===== src/rtl/stream_mux_pkg.sv =====
// Shared constants for the N:1 stream mux and its arbiter.
package stream_mux_pkg;

  localparam logic        MODE_MANUAL = 1'b0;
  localparam logic        MODE_RR     = 1'b1;
  localparam int unsigned XFER_CNT_W  = 16;

endpackage


===== src/rtl/rr_arbiter.sv =====
// Combinational round-robin arbiter: first requester at or after ptr, wrapping at N.
module rr_arbiter #(
  parameter int unsigned N = 4,
  localparam int unsigned IW = $clog2(N)
) (
  input  logic [N-1:0]  req,
  input  logic [IW-1:0] ptr,
  output logic          gnt_valid,
  output logic [IW-1:0] gnt_idx
);

  int unsigned idx;

  always_comb begin
    gnt_valid = 1'b0;
    gnt_idx   = '0;
    idx       = 0;
    for (int unsigned k = 0; k < N; k++) begin
      idx = (32'(ptr) + k) % N;
      if (!gnt_valid && req[IW'(idx)]) begin
        gnt_valid = 1'b1;
        gnt_idx   = IW'(idx);
      end
    end
  end

endmodule


===== src/rtl/stream_mux_nto1.sv =====
// N:1 valid/ready stream mux with manual or round-robin selection and a registered output.
// Optional transfer counter port xfer_cnt enabled by STREAM_MUX_XFER_CNT_EN.
module stream_mux_nto1
  import stream_mux_pkg::*;
#(
  parameter int unsigned WIDTH    = 8,
  parameter int unsigned CHANNELS = 4,
  parameter int unsigned SEL_W    = $clog2(CHANNELS)
) (
  input  logic                      clk,
  input  logic                      rst,
  input  logic [CHANNELS*WIDTH-1:0] in_data,
  input  logic [CHANNELS-1:0]       in_valid,
  output logic [CHANNELS-1:0]       in_ready,
  input  logic                      mode,
  input  logic [SEL_W-1:0]          sel,
  output logic [WIDTH-1:0]          out_data,
  output logic                      out_valid,
  input  logic                      out_ready,
  output logic [SEL_W-1:0]          out_ch
`ifdef STREAM_MUX_XFER_CNT_EN
  ,
  output logic [XFER_CNT_W-1:0]     xfer_cnt
`endif
);

  localparam int unsigned PAD_N = 1 << SEL_W;

  logic [SEL_W-1:0] ptr;
  logic [PAD_N-1:0] valid_pad;
  logic             rr_valid;
  logic [SEL_W-1:0] rr_idx;
  logic             gnt_valid;
  logic [SEL_W-1:0] gnt_idx;
  logic             load;
  logic             xfer;
  logic [WIDTH-1:0] gnt_data;

  // Padding to a power of two makes out-of-range manual selects read as "not valid".
  assign valid_pad = PAD_N'(in_valid);

  rr_arbiter #(.N(CHANNELS)) u_rr_arbiter (
    .req       (in_valid),
    .ptr       (ptr),
    .gnt_valid (rr_valid),
    .gnt_idx   (rr_idx)
  );

  always_comb begin
    gnt_valid = 1'b0;
    gnt_idx   = '0;
    if (mode == MODE_RR) begin
      gnt_valid = rr_valid;
      gnt_idx   = rr_idx;
    end else begin
      gnt_valid = valid_pad[sel];
      gnt_idx   = sel;
    end
    if (rst) gnt_valid = 1'b0;
  end

  assign load = !out_valid || out_ready;
  assign xfer = load && gnt_valid;

  always_comb begin
    in_ready = '0;
    gnt_data = '0;
    for (int unsigned i = 0; i < CHANNELS; i++) begin
      in_ready[i] = xfer && (gnt_idx == SEL_W'(i));
      if (gnt_idx == SEL_W'(i)) gnt_data = in_data[i*WIDTH +: WIDTH];
    end
  end

  // Output register and fairness pointer; pointer moves only on an accepted word.
  always_ff @(posedge clk or posedge rst) begin
    if (rst) begin
      out_data  <= '0;
      out_ch    <= '0;
      out_valid <= 1'b0;
      ptr       <= '0;
    end else if (xfer) begin
      out_data  <= gnt_data;
      out_ch    <= gnt_idx;
      out_valid <= 1'b1;
      ptr       <= (gnt_idx == SEL_W'(CHANNELS - 1)) ? '0 : gnt_idx + SEL_W'(1);
    end else if (out_ready) begin
      out_valid <= 1'b0;
    end
  end

`ifdef STREAM_MUX_XFER_CNT_EN
  always_ff @(posedge clk or posedge rst) begin
    if (rst) begin
      xfer_cnt <= '0;
    end else if (out_valid && out_ready) begin
      xfer_cnt <= xfer_cnt + XFER_CNT_W'(1);
    end
  end
`endif

endmodule


===== config.mk =====
export PLATFORM = sky130hd
export DESIGN_NAME = stream_mux_nto1
export DESIGN_NICKNAME = d
export VERILOG_FILES = /design/src/rtl/stream_mux_pkg.sv /design/src/rtl/rr_arbiter.sv /design/src/rtl/stream_mux_nto1.sv
export SDC_FILE = /design/constraint.sdc
export NUM_CORES = 1
export LEC_CHECK = 0
export BUFFER_PORTS_ARGS = -buffer_cell sky130_fd_sc_hd__buf_2
export CORE_ASPECT_RATIO = 1.4
export CORE_MARGIN = 10
export CORE_UTILIZATION = 47
export CTS_BUF_LIST = sky130_fd_sc_hd__clkbuf_2
export DETAILED_ROUTE_END_ITERATION = 8
export GPL_ROUTABILITY_DRIVEN = 0
export PLACE_DENSITY_LB_ADDON = 0.05
export SYNTH_ARGS = -nofsm -noshare
export SYNTH_HDL_FRONTEND = slang
export SYNTH_SLANG_ARGS = --single-unit

===== constraint.sdc =====
create_clock -name clk -period 3.8 [get_ports clk]
set_input_delay 0.76 -clock clk [delete_from_list [all_inputs] [get_ports clk]]
set_output_delay 0.76 -clock clk [all_outputs]
set_load 0.02 [all_outputs]

==> flow_metrics.tcl, run 1 <==
set metrics [dict create \
    diodes 0 \
    cp_data_required_time_ns 3.04 \
    synthTopCellsByCount "dfrtp_1 (13), nand2_1 (12), nor2b_1 (11)" \
    grt_pass1_vias 1194 \
    die_y_um 78.5 \
    die_x_um 61.8 \
    status "finished, final reports clean" \
    finalSetupTns_ns 0 \
    rsz0062_at_grt "no" \
    grt_overflow_total 0 \
    drtAntennaViolNets 0 \
    die_area_um2 4850 \
    route.detailed.wl_per_inst_um 16.6 \
    critPathKind "in2out" \
    syn_avg_cell_area_um2 9.56 \
    core_um2 2360 \
    placementRows 21 \
    synth_flop_cell "dfrtp_1" \
    cts_resized 0 \
    crit_end "in_ready[1]" \
    postCtsSetupRepairBufs 0 \
    synth_adder_area_share_pct 4.36 \
    wl_mm 3.31 \
    drcViolationCount 0 \
    synth_top_area_share_pct 28.4 \
    hpwlAfterDp_mm 2.82 \
    synth_edf_count 0 \
    drive_gt1_share_pct 46.0 \
    cp_max_fo 11 \
    yosysUniqueCellTypes 38 \
    cts_tree "built" \
    startpoint "in_valid[1]" \
    nFillCells 220 \
    synth-xor-area-share_pct 0 \
    fin_crit_sh_pct 88.5 \
    grtUsageTotal_pct 13.9 \
    cts_made_buffers 3 \
    initial_core_util_pct 48.5 \
    clockBufferDepth 2 \
    numClockSinks 13 \
    yosys.area_share.simple_pct 21.7 \
    slew_headroom_pct 60.9 \
    powerDensity_nw_per_um2 543 \
    fin_crit_ns 3.36 \
    grt_max_degree 17 \
    finalSetupViolations 0 \
    vias 1118 \
    yosysWarnings 0 \
    synth_compound_area_share_pct 20.6 \
    syn_nets 166 \
    crit_arrival_ns 2.60 \
    slew_viol_final 0 \
    io_pins 57 \
    synth-seq-area-share_pct 28.4 \
    synth_top_family_by_area "simple AND/OR/NAND/NOR gates" \
    reg2reg_from "ptr[0]" \
    cp-end-kind "output port" \
    r2r_cells 9 \
    clockRootBuffer "clkbuf_2" \
    hp-class "reg2reg" \
    fin_nets 223 \
    cts_max_level 1 \
    tightest_slew_ns 0.582 \
    drv_cap 0 \
    antenna_found_initial 0 \
    routed_via_density 5.62 \
    clk_latency_ns 0.27 \
    holdBufCountCts 0 \
    regToRegEndpoint "out_data[4]" \
    synthTopCellsByArea "dfrtp_1 (28%), nor2b_1 (6.0%), mux2_2 (5.9%)" \
    synthMuxAreaShare_pct 18.0 \
    synth_seq_cells 13 \
    fin_skew_ns 0.0208 \
    syn_inst 120 \
    syn_area_um2 1150 \
    first_iter_violations 40 \
    grt_pass1_wl_mm 5.29 \
    yosysMostFrequentCell "dfrtp_1" \
    cellLeakagePower_nw 0.718 \
    hold_viol 0 \
    fmax_mhz 297 \
    cp-start-kind "primary input" \
    async_flop_share_pct 100 \
    syn2layout_area_growth_pct 26.6 \
    post-route-util_pct 61.4 \
    synth_top_area_cell "dfrtp_1" \
    path_clk_slew_ns 0.11 \
    ir_worst_vdd_mv 0.283 \
    rrSetupSlack_ns 0.84 \
    firstDrtPassIters 4 \
    numPortBuffers 56 \
]
## layer usage
layer	routed length [um]	part of all wire, %	global-route usage (%)
met3	450	14	4.99
met1	1190	36	14.1
met4	116	3.5	8.97
met2	1550	47	22.8
met5	0	0	0
## state kept, by name, summed over array words and instances (netlist names)
register and cells:
ptr 2, out_valid 1, out_data 8, out_ch 2
## stage by stage
stage / worst slack (ns) / hold WS, ns / instances / total power, mW / area [um^2]
floorplan: 0.510 / 0.605 / 120 / 0.586 / 1150
global placement: 0.499 / 0.487 / 195 / 0.719 / 1430
detailed placement: 0.412 / 0.493 / 195 / 0.732 / 1430
CTS: 0.417 / 0.521 / 199 / 0.801 / 1450
global route: 0.214 / 0.538 / 199 / 0.856 / 1450
finish: 0.435 / 0.515 / 199 / 0.789 / 1450
## final cells by class
| cell class | count | area, um^2 | area share (%) |
|---|---|---|---|
| clock buffers | 3 | 15.0 | 1.03 |
| clock inverters | 1 | 5.00 | 0.345 |
| inverters | 7 | 26.3 | 1.81 |
| multi-input cells | 92 | 742 | 51.1 |
| flip-flops and latches | 13 | 325 | 22.4 |
| well taps | 23 | 28.8 | 1.98 |
| repair buffers | 60 | 310 | 21.4 |
## where the power goes
part / switching [mW] / internal (mW) / leakage, nW
Clock: 0.0452 / 0.0238 / 0.0164
Combinational: 0.251 / 0.218 / 0.545
Sequential: 0.0527 / 0.199 / 0.157
## cell families (layout without fill, tap and decap cells)
logic type	after synthesis	in the layout
multiplexers	15	15
AO/OA/AOI/OAI	30	30
buffers and inverters	15	71
adder cells (fa/ha/maj)	4	4
AND/OR/NAND/NOR	43	43
flip-flops	13	13
## worst max-delay path: stages
cell     delay [ns]
buf_2          0.15
mux2i_1        0.17
nand3_2        0.13
a22o_1         0.26
o21ai_0        0.35
ha_1           0.44
and2_1         0.17
buf_2          0.16
## placed cells by master, fill, tap and decap left out, drive strengths merged, types with 5 or more instances in the layout
cell,netlist,final
buf,5,60
nor2b,11,11
nor2,5,5
nand2,12,12
o31ai,7,7
mux2,10,10
a221oi,7,7
dfrtp,13,13
inv,7,7
## worst min-delay path by stage
stage,start,end,slack [ns],depth (start not counted)
global placement,out_data[2],out_data[2],0.49,1
global route,out_data[7],out_data[7],0.54,1
finish,out_data[3],out_data[3],0.51,1
CTS,out_data[3],out_data[3],0.52,1
detailed placement,out_data[3],out_data[3],0.49,1
floorplan,out_ch[1],out_ch[1],0.60,2
No activity file was read; power rests on OpenSTA's default activity.
==> inputs of run 2 (changes only) <==
--- a/config.mk
+++ b/config.mk
@@ -13,5 +13,5 @@
 export DETAILED_ROUTE_END_ITERATION = 8
 export GPL_ROUTABILITY_DRIVEN = 0
-export PLACE_DENSITY_LB_ADDON = 0.05
+export PLACE_DENSITY = 0.84
 export SYNTH_ARGS = -nofsm -noshare
 export SYNTH_HDL_FRONTEND = slang
==> constraint.sdc (replaced) <==
create_clock -name clk -period 3.8 [get_ports clk]
set_input_delay 0 -clock clk [delete_from_list [all_inputs] [get_ports clk]]
set_output_delay 0 -clock clk [all_outputs]
set_load 0.02 [all_outputs]
==> run 2 against run 1 <==
  * Via count increased by 0.98%
  * Maximum frequency increased by 12%
  * Sequential share of layout area rose by 0.31 points
  * Sequential cell count did not move
  * Global-route usage shrank 0.59 points
  * Worst setup slack gained 0.37 ns
  * Power down 1.0%
  * Critical path type is now reg2reg
  * Final cell count down 1.5%
  * Routed wire length is 2.7% lower
  * Die area is the same
==> flow_metrics.tcl, run 2 (same netlist as run 1, synthesis figures left out) <==
set metrics [dict create \
    holdBufCountCts 1 \
    grt_max_degree 18 \
    wl_mm 3.22 \
    vias 1129 \
    cp_max_fo 11 \
    r2r_cells 9 \
    fin_skew_ns 0.00989 \
    grt_pass1_vias 1194 \
    postCtsSetupRepairBufs 0 \
    cts_resized 0 \
    firstDrtPassIters 4 \
    fin_nets 220 \
    drv_cap 0 \
    cellLeakagePower_nw 0.702 \
    cts_made_buffers 3 \
    antenna_found_initial 0 \
    hold_viol 0 \
    clockBufferDepth 2 \
    initial_core_util_pct 48.5 \
    tightest_slew_ns 1.03 \
    multi_input_area_um2 742 \
    placementRows 21 \
    finalSetupViolations 0 \
    clkPwrFrac_pct 8.8 \
    fmax_mhz 334 \
    p_sw_share_pct 43.9 \
    power.switching_uw 343 \
    cts_tree "built" \
    powerDensity_nw_per_um2 545 \
    intPower_uw 439 \
    p_comb_share_pct 58.9 \
    route.detailed.wl_per_inst_um 16.4 \
    drtAntennaViolNets 0 \
    die_y_um 78.5 \
    layout_commonest_cell "buf_2" \
    syn2layout_area_growth_pct 24.9 \
    whs_ns 0.0711 \
    drcViolationCount 0 \
    numPortBuffers 56 \
    worstPathCellList "mux2i_1 > nand3_2 > a22o_1 > o21ai_0 > ha_1 > nor2b_1 > a221oi_1 > o31ai_1 > mux2_4" \
    ir_worst_vdd_mv 0.273 \
    crit_arrival_ns 3.16 \
    register_area_um2 325 \
    cp-start-kind "register" \
    slowest_stage "dfrtp_1" \
    cpLargestDelayFamily "compound AO/OA/AOI/OAI gates" \
    hpwlAfterDp_mm 2.69 \
    worst-path-stages 9 \
    cp-end-kind "register" \
    finalSetupTns_ns 0 \
    clockRootBuffer "clkbuf_2" \
    slew_viol_final 0 \
    diodes 0 \
    path_buf_inv 0 \
    clk_latency_ns 0.26 \
    cpPeakStageDelay_ns 0.48 \
    slew_headroom_pct 30.7 \
    drive_gt1_share_pct 44.5 \
    nFillCells 201 \
    final_cell_mix "buf_2 (56), dfrtp_1 (13), nand2_1 (12)" \
    critPathKind "reg2reg" \
    core_um2 2360 \
    fin_crit_ns 3.00 \
    routed_via_density 5.76 \
    die_area_um2 4850 \
    status "finished, final reports clean" \
    regMostFlops "out_data" \
    grt_pass1_wl_mm 5.16 \
    io_pins 57 \
    path_clk_slew_ns 0.12 \
    grt_overflow_total 0 \
    reg_top3 "out_data x8, out_ch x2, ptr x2" \
    fin_crit_sh_pct 78.8 \
    hp-class "in2reg" \
    grtUsageTotal_pct 13.3 \
    cp_data_required_time_ns 3.96 \
    numClockSinks 13 \
    whs_path_depth 4 \
    first_iter_violations 24 \
    die_x_um 61.8 \
    rsz0062_at_grt "no" \
    pwr-share-seq_pct 32.3 \
    largest_reg_flops 8 \
    cts_max_level 1 \
]
-- run 2: cell types whose count changed in the layout (fill, tap and decap cells not counted), sizes merged --
cell,change
dlygate4sd3,+1
clkinv,-1
buf,-4
clkbuf,+1
-- run 2: power by group through the flow --
stage,logic [mW],registers (mW),clock network [mW]
2_1_floorplan,0.283,0.302,0
3_3_place_gp,0.450,0.249,0
3_5_place_dp,0.463,0.257,0
4_1_cts,0.467,0.252,0.0717
5_1_grt,0.506,0.262,0.0751
6_report,0.460,0.252,0.0687
-- run 2: worst paths after layout --
check | from | endpoint | slack (ns)
setup / recovery | ptr[0] | out_data[1] | 0.80
hold / removal | in_data[31] | out_data[7] | 0.07
setup reg to reg | ptr[0] | out_data[1] | 0.80
hold reg to reg | out_data[5] | out_data[5] | 0.52
max in group asynchronous | rst | out_data[6] | 3.15
min in group asynchronous | rst | out_data[1] | 0.32
-- run 2: tightest hold or removal path, stage by stage --
cell	delay (ns)
buf_2	0.07
nand2_1	0.04
o31ai_1	0.06
mux2_4	0.14
-- run 2: area by class of cell --
cell class / instances / share of cell area, %
Inverter: 7 / 1.83
Multi-Input combinational cell: 92 / 51.8
Sequential cell: 13 / 22.7
Tap cell: 23 / 2.01
Timing Repair Buffer: 57 / 20.3
Clock buffer: 4 / 1.40
-- run 2: layer usage --
layer	track usage [%]	up-vias	wire length [um]
met5	0	-	0
met1	13.9	515	1260
met2	21.3	65	1410
li1	-	545	-
met3	5.64	4	501
met4	7.62	0	52
-- run 2: metrics by stage --
step           total power, mW  utilization [%]  std cells  area [um^2]  setup WS, ns
2_1_floorplan            0.586                -        120         1150          1.23
3_3_place_gp             0.699             59.3        191         1400          1.00
3_5_place_dp             0.720             59.3        191         1400         0.817
4_1_cts                  0.790             60.6        196         1430         0.806
5_1_grt                  0.843             60.6        196         1430         0.554
6_report                 0.781             60.6        196         1430         0.804
==> inputs of run 3 (changes only) <==
Settings changed: ABC_AREA from default to 1, CORE_UTILIZATION 47 to 42, PLACE_DENSITY 0.84 to 0.8.
Clock period 3.8 ns to 2.6 ns, I/O delays scaled along.
==> run 3 against run 2 <==
  * Sequential cell count is the same
  * Via count grew 29%
  * Register-to-register slack lost 0.72 ns
  * Worst setup slack lost 0.72 ns
  * Die area grew 7.1%
  * Clock skew shrank 0.0071 ns
  * Synthesized area shrank 1.6%
  * Critical path type unchanged
  * Critical endpoint unchanged
  * Largest cell class unchanged
==> flow_metrics.tcl, run 3 <==
set metrics [dict create \
    fin_crit_ns 2.52 \
    numPortBuffers 56 \
    first_iter_violations 82 \
    fin_crit_sh_pct 96.7 \
    async_flop_share_pct 100 \
    rrSetupSlack_ns 0.08 \
    tightest_slew_ns 0.485 \
    reg_top3 "out_data x8, out_ch x2, ptr x2" \
    syn_inst 181 \
    numClockSinks 13 \
    largest_reg_flops 8 \
    synth-seq-area-share_pct 28.8 \
    synthTopCellsByArea "dfrtp_1 (29%), nand2_1 (28%), o211ai_1 (6.0%)" \
    die_x_um 63.8 \
    finalSetupTns_ns 0 \
    clockBufferDepth 2 \
    cp_max_fo 9 \
    powerDensity_nw_per_um2 1110 \
    syn_avg_cell_area_um2 6.24 \
    startpoint "ptr[0]" \
    fin_skew_ns 0.00277 \
    cp-end-kind "register" \
    status "finished, final reports clean" \
    placed_area_um2 1450 \
    syn_area_um2 1130 \
    fin_area_um2 1720 \
    slew_viol_final 0 \
    cp-start-kind "register" \
    syn2layout_area_growth_pct 52.3 \
    synth_seq_cells 13 \
    firstDrtPassIters 5 \
    cts_max_level 1 \
    hp-class "in2reg" \
    fin_nets 301 \
    cts_made_buffers 3 \
    initial_core_util_pct 43.6 \
    post-route-util_pct 66.4 \
    drtAntennaViolNets 0 \
    hold_viol 0 \
    grt_pass1_wl_mm 5.89 \
    synth_top_area_cell "dfrtp_1" \
    hpwlAfterDp_mm 2.85 \
    synth_flop_cell "dfrtp_1" \
    crit_arrival_ns 2.67 \
    drv_cap 0 \
    slew_headroom_pct 67.6 \
    die_y_um 81.3 \
    synth_top_area_share_pct 28.8 \
    antenna_found_initial 0 \
    ir_worst_vdd_mv 0.658 \
    vias 1454 \
    drive_gt1_share_pct 41.3 \
    layout_commonest_cell "nand2_1" \
    finalSetupViolations 0 \
    final_cells 290 \
    cellLeakagePower_nw 0.967 \
    grt_max_degree 18 \
    synth_edf_count 0 \
    clockRootBuffer "clkbuf_2" \
    wl_mm 3.98 \
    yosysMostFrequentCell "nand2_1" \
    power.total_mw 1.91 \
    grt_overflow_total 0 \
    final_cell_mix "nand2_1 (75), buf_2 (55), nand2_2 (12)" \
    core_um2 2590 \
    drcViolationCount 0 \
    syn_nets 227 \
    synthTopCellsByCount "nand2_1 (84), dfrtp_1 (13), inv_1 (13)" \
    grtUsageTotal_pct 13.5 \
    diodes 0 \
    critPathKind "reg2reg" \
    nFillCells 256 \
    cts_tree "built" \
    clk_latency_ns 0.25 \
    yosysWarnings 0 \
    fmax_mhz 398 \
    dp_cells 271 \
    yosysUniqueCellTypes 21 \
    routed_via_density 5.01 \
    hp-start "in_data[30]" \
    io_pins 57 \
    regMostFlops "out_data" \
    cp_data_required_time_ns 2.75 \
    reg2reg_from "ptr[0]" \
    path_clk_slew_ns 0.12 \
    placementRows 22 \
    die_area_um2 5190 \
    grt_pass1_vias 1405 \
    route.detailed.wl_per_inst_um 13.7 \
]
[run 3: cell count changes in the layout (fill, tap and decap cells not counted), sizes merged, moves of 8 or more]
cell         change
nand2           +77
inv              +9
buf             +10
o21ai            +9
o211ai           +9
mux2            -10
nor2b           -11
dlygate4sd3      +8
[run 3: final timing paths]
check	end	cells past startpoint
worst max-delay path	out_data[1]	20
min in group asynchronous	out_valid	3
worst min-delay path	out_data[6]	3
worst min register to register	out_ch[0]	2
worst max register to register	out_data[1]	20
max in group asynchronous	ptr[0]	3
[run 3: kinds of logic after synthesis]
group           after synthesis  synth area share (%)
simple gates                110                  40.6
compound gates               31                  15.9
buf+inv                      23                  10.3
flops                        13                  28.8
fa+ha+maj                     4                  4.43
[run 3: final cells by class]
type,instances,area [um^2],share of cell area [%]
Clock buffer,4,20.0,1.16
Inverter,17,73.8,4.29
Multi-Input combinational cell,145,781,45.4
Sequential cell,13,328,19.1
Tap cell,36,45.0,2.62
Timing Repair Buffer,75,472,27.4
[run 3: power breakdown]
part | internal, mW | switching, mW
Clock | 0.0408 | 0.0608
Sequential | 0.294 | 0.0711
Combinational | 0.565 | 0.877
Total | 0.901 | 1.01
[run 3: critical path, stage by stage, from the launching register on]
cell and delay (ns):
dfrtp_2 0.48, buf_6 0.15, nand2_2 0.05, nand2_2 0.06, buf_4 0.13, nand2_1 0.08
nand2_1 0.10, nand3_2 0.09, nand2_1 0.06, nand2_1 0.07, nand3_2 0.10, nand2_4 0.12
inv_2 0.06, ha_4 0.17, buf_6 0.13, a21oi_2 0.12, nand2_1 0.07, o21ai_1 0.07
nand2_1 0.08, o211ai_1 0.14, nand2_1 0.08
[run 3: metrics by stage]
step           setup WS [ns]  hold slack (ns)
6_report              0.0846           0.0207
2_1_floorplan         0.0979           -0.123
3_5_place_dp         -0.0466           0.0594
5_1_grt              -0.0697           0.0357
4_1_cts              0.00696           0.0164
3_3_place_gp          0.0332           0.0522
[run 3: timing repair]
item	4_1_cts	5_1_grt
setup endpoints to repair	7	11
pin swaps	0	16
hold buffers	9	0
buffers inserted	0	6
gates resized for setup	1	40
endpoints found under the hold margin	21	0
cloned	0	0
[run 3: per-layer routing]
metal	wire [um]	track usage, %	vias up
li1	-	-	722
met1	1530	13.3	655
met2	1950	24.7	63
met3	365	6.34	14
met4	136	3.95	0
met5	0	0	-
